`src/rtl/sico_rec_arbiter.sv`:
```
`default_nettype none
// ============================================================================
// Module   : sico_rec_arbiter
// Purpose  : Round-robin arbiter that shares one recorder channel between
//            NREQ requesters. The winner's {index, data} and the cycle stamp
//            of its grant are registered into a single output slot that the
//            recorder drains with its own ready.
// Ports    :
//   clk_i        in   clock, rising edge
//   rst_ni       in   asynchronous active-low reset
//   en_i         in   arbitration enable (draining continues when low)
//   req_valid_i  in   [NREQ]        per-requester valid
//   req_data_i   in   [NREQ*WIDTH]  requester r data at [r*WIDTH +: WIDTH]
//   req_ready_o  out  [NREQ]        one-hot grant (or zero)
//   rec_vld_o    out  output slot holds a value
//   rec_ready_i  in   recorder accepts the slot this cycle
//   rec_val_o    out  [IDXW+WIDTH]  {index, data} of the held value
//   rec_cycle_o  out  [CYCW]        cycle stamp of the held value
//   busy_cnt_o   out  [CYCW]        saturating count of blocked-request cycles
// Revision : 1.0 - initial release
// ============================================================================
module sico_rec_arbiter #(
    parameter int NREQ  = 4,
    parameter int WIDTH = 32,
    parameter int CYCW  = 32,
    localparam int IDXW = (NREQ > 1) ? $clog2(NREQ) : 1
) (
    input  logic                  clk_i,
    input  logic                  rst_ni,
    input  logic                  en_i,
    input  logic [NREQ-1:0]       req_valid_i,
    input  logic [NREQ*WIDTH-1:0] req_data_i,
    output logic [NREQ-1:0]       req_ready_o,
    output logic                  rec_vld_o,
    input  logic                  rec_ready_i,
    output logic [IDXW+WIDTH-1:0] rec_val_o,
    output logic [CYCW-1:0]       rec_cycle_o,
    output logic [CYCW-1:0]       busy_cnt_o
);

    // Slot state encoding
    localparam logic [0:0] c_st_empty = 1'b0;
    localparam logic [0:0] c_st_full  = 1'b1;

    // Pointer reset value makes requester 0 the first winner after reset
    localparam logic [IDXW-1:0] c_ptr_rst = IDXW'(NREQ - 1);
    localparam logic [CYCW-1:0] c_cnt_max = {CYCW{1'b1}};

    logic [0:0]            r_state;
    logic [0:0]            w_state_nxt;
    logic [IDXW-1:0]       r_ptr;
    logic [CYCW-1:0]       r_cyc;
    logic [CYCW-1:0]       r_stamp;
    logic [CYCW-1:0]       r_busy;
    logic [IDXW+WIDTH-1:0] r_val;

    logic                  w_found;
    logic [IDXW-1:0]       w_win_idx;
    logic [IDXW-1:0]       w_cand;
    logic [WIDTH-1:0]      w_win_data;
    logic                  w_slot_free;
    logic                  w_grant;
    logic                  w_blocked;

    // Rotating search: first valid requester starting at ptr+1, wrapping.
    always_comb begin
        int v_k;
        v_k       = 0;
        w_cand    = '0;
        w_found   = 1'b0;
        w_win_idx = '0;
        for (int i = 1; i <= NREQ; i++) begin
            v_k    = (int'(r_ptr) + i) % NREQ;
            w_cand = v_k[IDXW-1:0];
            if (!w_found && req_valid_i[w_cand]) begin
                w_found   = 1'b1;
                w_win_idx = w_cand;
            end
        end
    end

    assign w_win_data  = req_data_i[int'(w_win_idx)*WIDTH +: WIDTH];

    // A full slot being drained this cycle can be refilled in the same cycle.
    assign w_slot_free = (r_state == c_st_empty) || rec_ready_i;

    // Gating with rst_ni keeps the grant quiet while reset is asserted, since
    // the handshake is combinational and would otherwise be lost silently.
    assign w_grant     = rst_ni && en_i && w_slot_free && w_found;
    assign w_blocked   = (|req_valid_i) && !w_grant;

    assign req_ready_o = w_grant ? (NREQ'(1) << w_win_idx) : '0;

    // Slot next-state
    always_comb begin
        w_state_nxt = r_state;
        if (w_grant) begin
            w_state_nxt = c_st_full;
        end else if ((r_state == c_st_full) && rec_ready_i) begin
            w_state_nxt = c_st_empty;
        end
    end

    always_ff @(posedge clk_i or negedge rst_ni) begin
        if (!rst_ni) begin
            r_state <= c_st_empty;
            r_ptr   <= c_ptr_rst;
            r_cyc   <= '0;
            r_stamp <= '0;
            r_busy  <= '0;
            r_val   <= '0;
        end else begin
            r_state <= w_state_nxt;
            r_cyc   <= r_cyc + 1'b1;
            if (w_grant) begin
                r_val   <= {w_win_idx, w_win_data};
                r_stamp <= r_cyc;
                r_ptr   <= w_win_idx;
            end
            if (w_blocked && (r_busy != c_cnt_max)) begin
                r_busy <= r_busy + 1'b1;
            end
        end
    end

    assign rec_vld_o   = (r_state == c_st_full);
    assign rec_val_o   = r_val;
    assign rec_cycle_o = r_stamp;
    assign busy_cnt_o  = r_busy;

endmodule
`default_nettype wire

```
`config.mk`:
```
export PLATFORM = sky130hd
export DESIGN_NAME = sico_rec_arbiter
export DESIGN_NICKNAME = d
export VERILOG_FILES = /design/src/rtl/sico_rec_arbiter.sv
export SDC_FILE = /design/constraint.sdc
export NUM_CORES = 1
export LEC_CHECK = 0
export CAP_MARGIN = 0
export CELL_PAD_IN_SITES_DETAIL_PLACEMENT = 2
export CELL_PAD_IN_SITES_GLOBAL_PLACEMENT = 2
export CORE_MARGIN = 2
export CORE_UTILIZATION = 25
export CTS_CLUSTER_SIZE = 16
export DETAILED_ROUTE_END_ITERATION = 6
export DONT_BUFFER_PORTS = 1
export GPL_TIMING_DRIVEN = 0
export PLACE_DENSITY = 0.55
export SETUP_SLACK_MARGIN = 0.4
export SYNTH_ARGS = -nofsm -noshare
export SYNTH_HDL_FRONTEND = slang
export SYNTH_SLANG_ARGS = --single-unit
```
`constraint.sdc`:
```
create_clock -name clk_i -period 2.8 [get_ports clk_i]
set_input_delay 0.56 -clock clk_i [delete_from_list [all_inputs] [get_ports clk_i]]
set_output_delay 0.56 -clock clk_i [all_outputs]
set_load 0.05 [all_outputs]
```
==> summary.txt <==
Status
  • Status: complete, but fails checks
  • Failing checks: DRC, hold timing, setup timing

Setup path
  • Setup crit end kind: output pin
  • Most frequent CP cell: buf_6
  • Reg2reg path depth: 9
  • CP arrival: 2.26 ns
  • Critical Path RT: 2.24 ns
  • CP peak stage delay: 0.58 ns
  • CP max-delay cell: dfrtp_4
  • R2R Path End: rec_val_o[25]
  • Crit start category: register
  • CP bufs+invs: 3
  • R2R Setup Slk: 0.46 ns
  • Worst-path fanout max: 3
  • Crit path max-delay family: simple AND/OR/NAND/NOR gates
  • Critical path, cell by cell: nand2b_4 > nand4b_1 > buf_6 > or3b_4 > buf_6 > buf_8 > nor2_4
  • Crit path kind: register to output pin
  • Worst flop-to-flop path startpoint: r_ptr[0]

Drt
  • Vias after detailed routing: 5592
  • Post-route ant nets: 0
  • First drt pass iteration count: 6
  • WL/cell: 22.6 um
  • DRC viols: 19
  • Initial drt markers: 258
  • DRT Wirelength: 24000 um
  • Vias per cell: 5.26

Placement
  • RD Place Congestion: 0.770
  • Detailed placer's ending HPWL: 17000 um
  • Port Buffers: 0
  • DP Cell Count: 1003

Synthesis
  • Synth Register Bits: 133
  • Ys async rst share: 100%
  • Count of flip-flops with a built-in enable after synthesis: 0
  • Syn Nets: 806
  • Dominant synthesized flop cell: dfrtp_1
  • Sequential share of the synthesized area: 49.9%
  • Cell count after synthesis: 668
  • Mapped Area: 0.00667 mm2
  • Ys Warns: 0
  • Number of library cell types mapped by synthesis: 46
  • Avg Cell Area, Syn: 9.99 um2

Clock network
  • H-tree Lvls: 4
  • CTS tree: done
  • CTS buffer count: 17
  • Root Driver: clkbuf_16
  • Sink Count: 133
  • Clk slew on worst S/H paths: 0.07 ns
  • Number of buffers on the longest clock path: 2
  • Worst skew pair latency: 0.42 ns

GRT
  • Largest net degree at the start of global routing: 138
  • Initial antenna violation count: 0
  • Global-route wire length before repair: 37600 um
  • Met3 usage: 5.51%
  • Met1 usage: 20.5%
  • Met2 global-route usage: 29.7%
  • Busiest grt layer: met2
  • Grt ovf: 0
  • Total GRT Usage: 17.2%
  • Vias in the first global route: 6266

Job
  • MaxCap Viol Count: 0

Power and ir drop
  • Leak: 3.63 nW
  • Total Power: 6.96 mW
  • Peak VDD IR: 0.309 mV
  • Power per Cell Area: 836 mW/mm2

STA
  • Max-slew violations: 0
  • Hold slack: -0.170 ns
  • Maximum operating frequency: 0.355 GHz
  • Setup violators final: 1
  • Hold Vio Cnt, Final: 131
  • Final min period: 2.82 ns
  • Worst setup margin: -0.0165 ns
  • RSZ-0062 raised after global routing: yes
  • Slew @ Worst Pin: 0.608 ns
  • Final period util: 101%
  • Relative slew slack: 59.5%
  • Worst Skew: 0.0155 ns

Min path
  • Min-Delay Path Class: primary input to async pin

Cells and area
  • N_diodes: 0
  • Non-Filler Instances: 1064
  • Fillcell total: 2845
  • Nets@finish: 854
  • Commonest non-fill, non-tap cell in the layout: nand2_1
  • Share of layout cells above drive strength 1: 22.2%
  • Commonest cells after routing, fill and taps aside: 111 x nand2_1, 107 x dfrtp_1, 53 x nand4_1
  • Area Overhead vs Synth: 24.8%

Floorplan
  • DIE HEIGHT: 167 um
  • Core footprint: 0.0261 mm2
  • Die width: 167 um
  • FP Rows: 59
  • # IOs: 239
  • Starting Density: 25.5%
  • DIE AREA: 0.0280 mm2
-- worst max path at each step --
stage	from	endpoint	slack [ns]	cells past startpoint
after global placement	req_valid_i[3]	req_ready_o[1]	-0.41	5
after CTS	rec_vld_o	req_ready_o[3]	-0.03	7
after global routing	rec_vld_o	req_ready_o[2]	-0.11	7
after floorplan	req_valid_i[3]	req_ready_o[2]	0.42	6
final	rec_vld_o	req_ready_o[2]	-0.02	7
after detailed placement	req_valid_i[3]	req_ready_o[1]	-0.34	5
-- cells in the mapped netlist, types with 3 or more instances --
cell	count	area (um2)
a21oi_1	34	170
a221o_1	32	320
and2_1	3	18.8
and3_1	9	56.3
buf_1	5	18.8
buf_2	5	25.0
buf_4	4	30.0
clkbuf_1	31	116
dfrtp_1	131	3280
inv_1	9	33.8
mux2_1	26	293
mux2_2	8	90.1
nand2_1	111	417
nand2b_1	4	25.0
nand3_1	26	130
nand4_1	53	332
nor2_1	28	105
nor2b_1	4	25.0
nor3_1	12	60.1
nor4_1	5	31.3
o21ai_0	7	35.0
o31ai_1	32	240
xnor2_1	37	324
xor2_1	23	201
-- where the power goes --
group,switching [mW],internal (mW)
Combinational,0.636,0.679
Clock,1.02,1.17
Sequential,1.25,2.20
-- sequential cells by signal, indices dropped and copies added, names as in the netlist --
name,count
busy_cnt_o,32
r_cyc,32
rec_cycle_o,32
r_ptr,2
rec_vld_o,1
rec_val_o,34
-- metrics by stage --
stage | area (um2) | hold slack (ns) | setup WS, ns | utilization (%) | TNS [ns]
2_1_floorplan | 6730 | 0.264 | 0.417 | - | 0
3_3_place_gp | 7150 | 0.269 | -0.413 | 27.4 | -3.83
3_5_place_dp | 7150 | 0.272 | -0.342 | 27.4 | -2.23
4_1_cts | 7970 | -0.200 | -0.0281 | 30.5 | -0.0698
5_1_grt | 8320 | -0.204 | -0.112 | 31.9 | -0.250
6_report | 8320 | -0.170 | -0.0165 | 31.9 | -0.0165
-- metal layers --
metal	up-vias	part of all wire, %
met3	31	6.3
met4	0	2.0
met2	166	51
met1	2874	40
met5	-	0
li1	2521	-
-- what timing repair did --
action,4_1_cts,5_1_grt
setup endpoints to repair,71,52
endpoints found under the hold margin,133,131
buffers inserted,16,11
cloned,0,2
gates resized for setup,43,69
pin swaps,9,25
-- cell type report --
| class | count | area, um2 | area share [%] |
|---|---|---|---|
| buffer | 45 | 282 | 3.38 |
| tap | 335 | 419 | 5.04 |
| multi-input combinational | 481 | 3380 | 40.6 |
| inverter | 9 | 33.8 | 0.406 |
| clock inverter | 15 | 135 | 1.62 |
| clock buffer | 17 | 425 | 5.11 |
| timing repair buffer | 29 | 280 | 3.37 |
| sequential | 133 | 3370 | 40.5 |
-- kinds of logic (layout without fill, tap and decap cells) --
logic type	Yosys count	after routing	share of synthesized area, %
AND/OR/NAND/NOR	270	270	20.2
AO/OA/AOI/OAI	115	115	12.6
XOR/XNOR	60	60	7.88
flip-flops	133	133	49.9
buffers and inverters	54	115	3.36
multiplexers	34	34	5.74
adder cells (fa/ha/maj)	2	2	0.375
(Power assumes the default switching activity.)
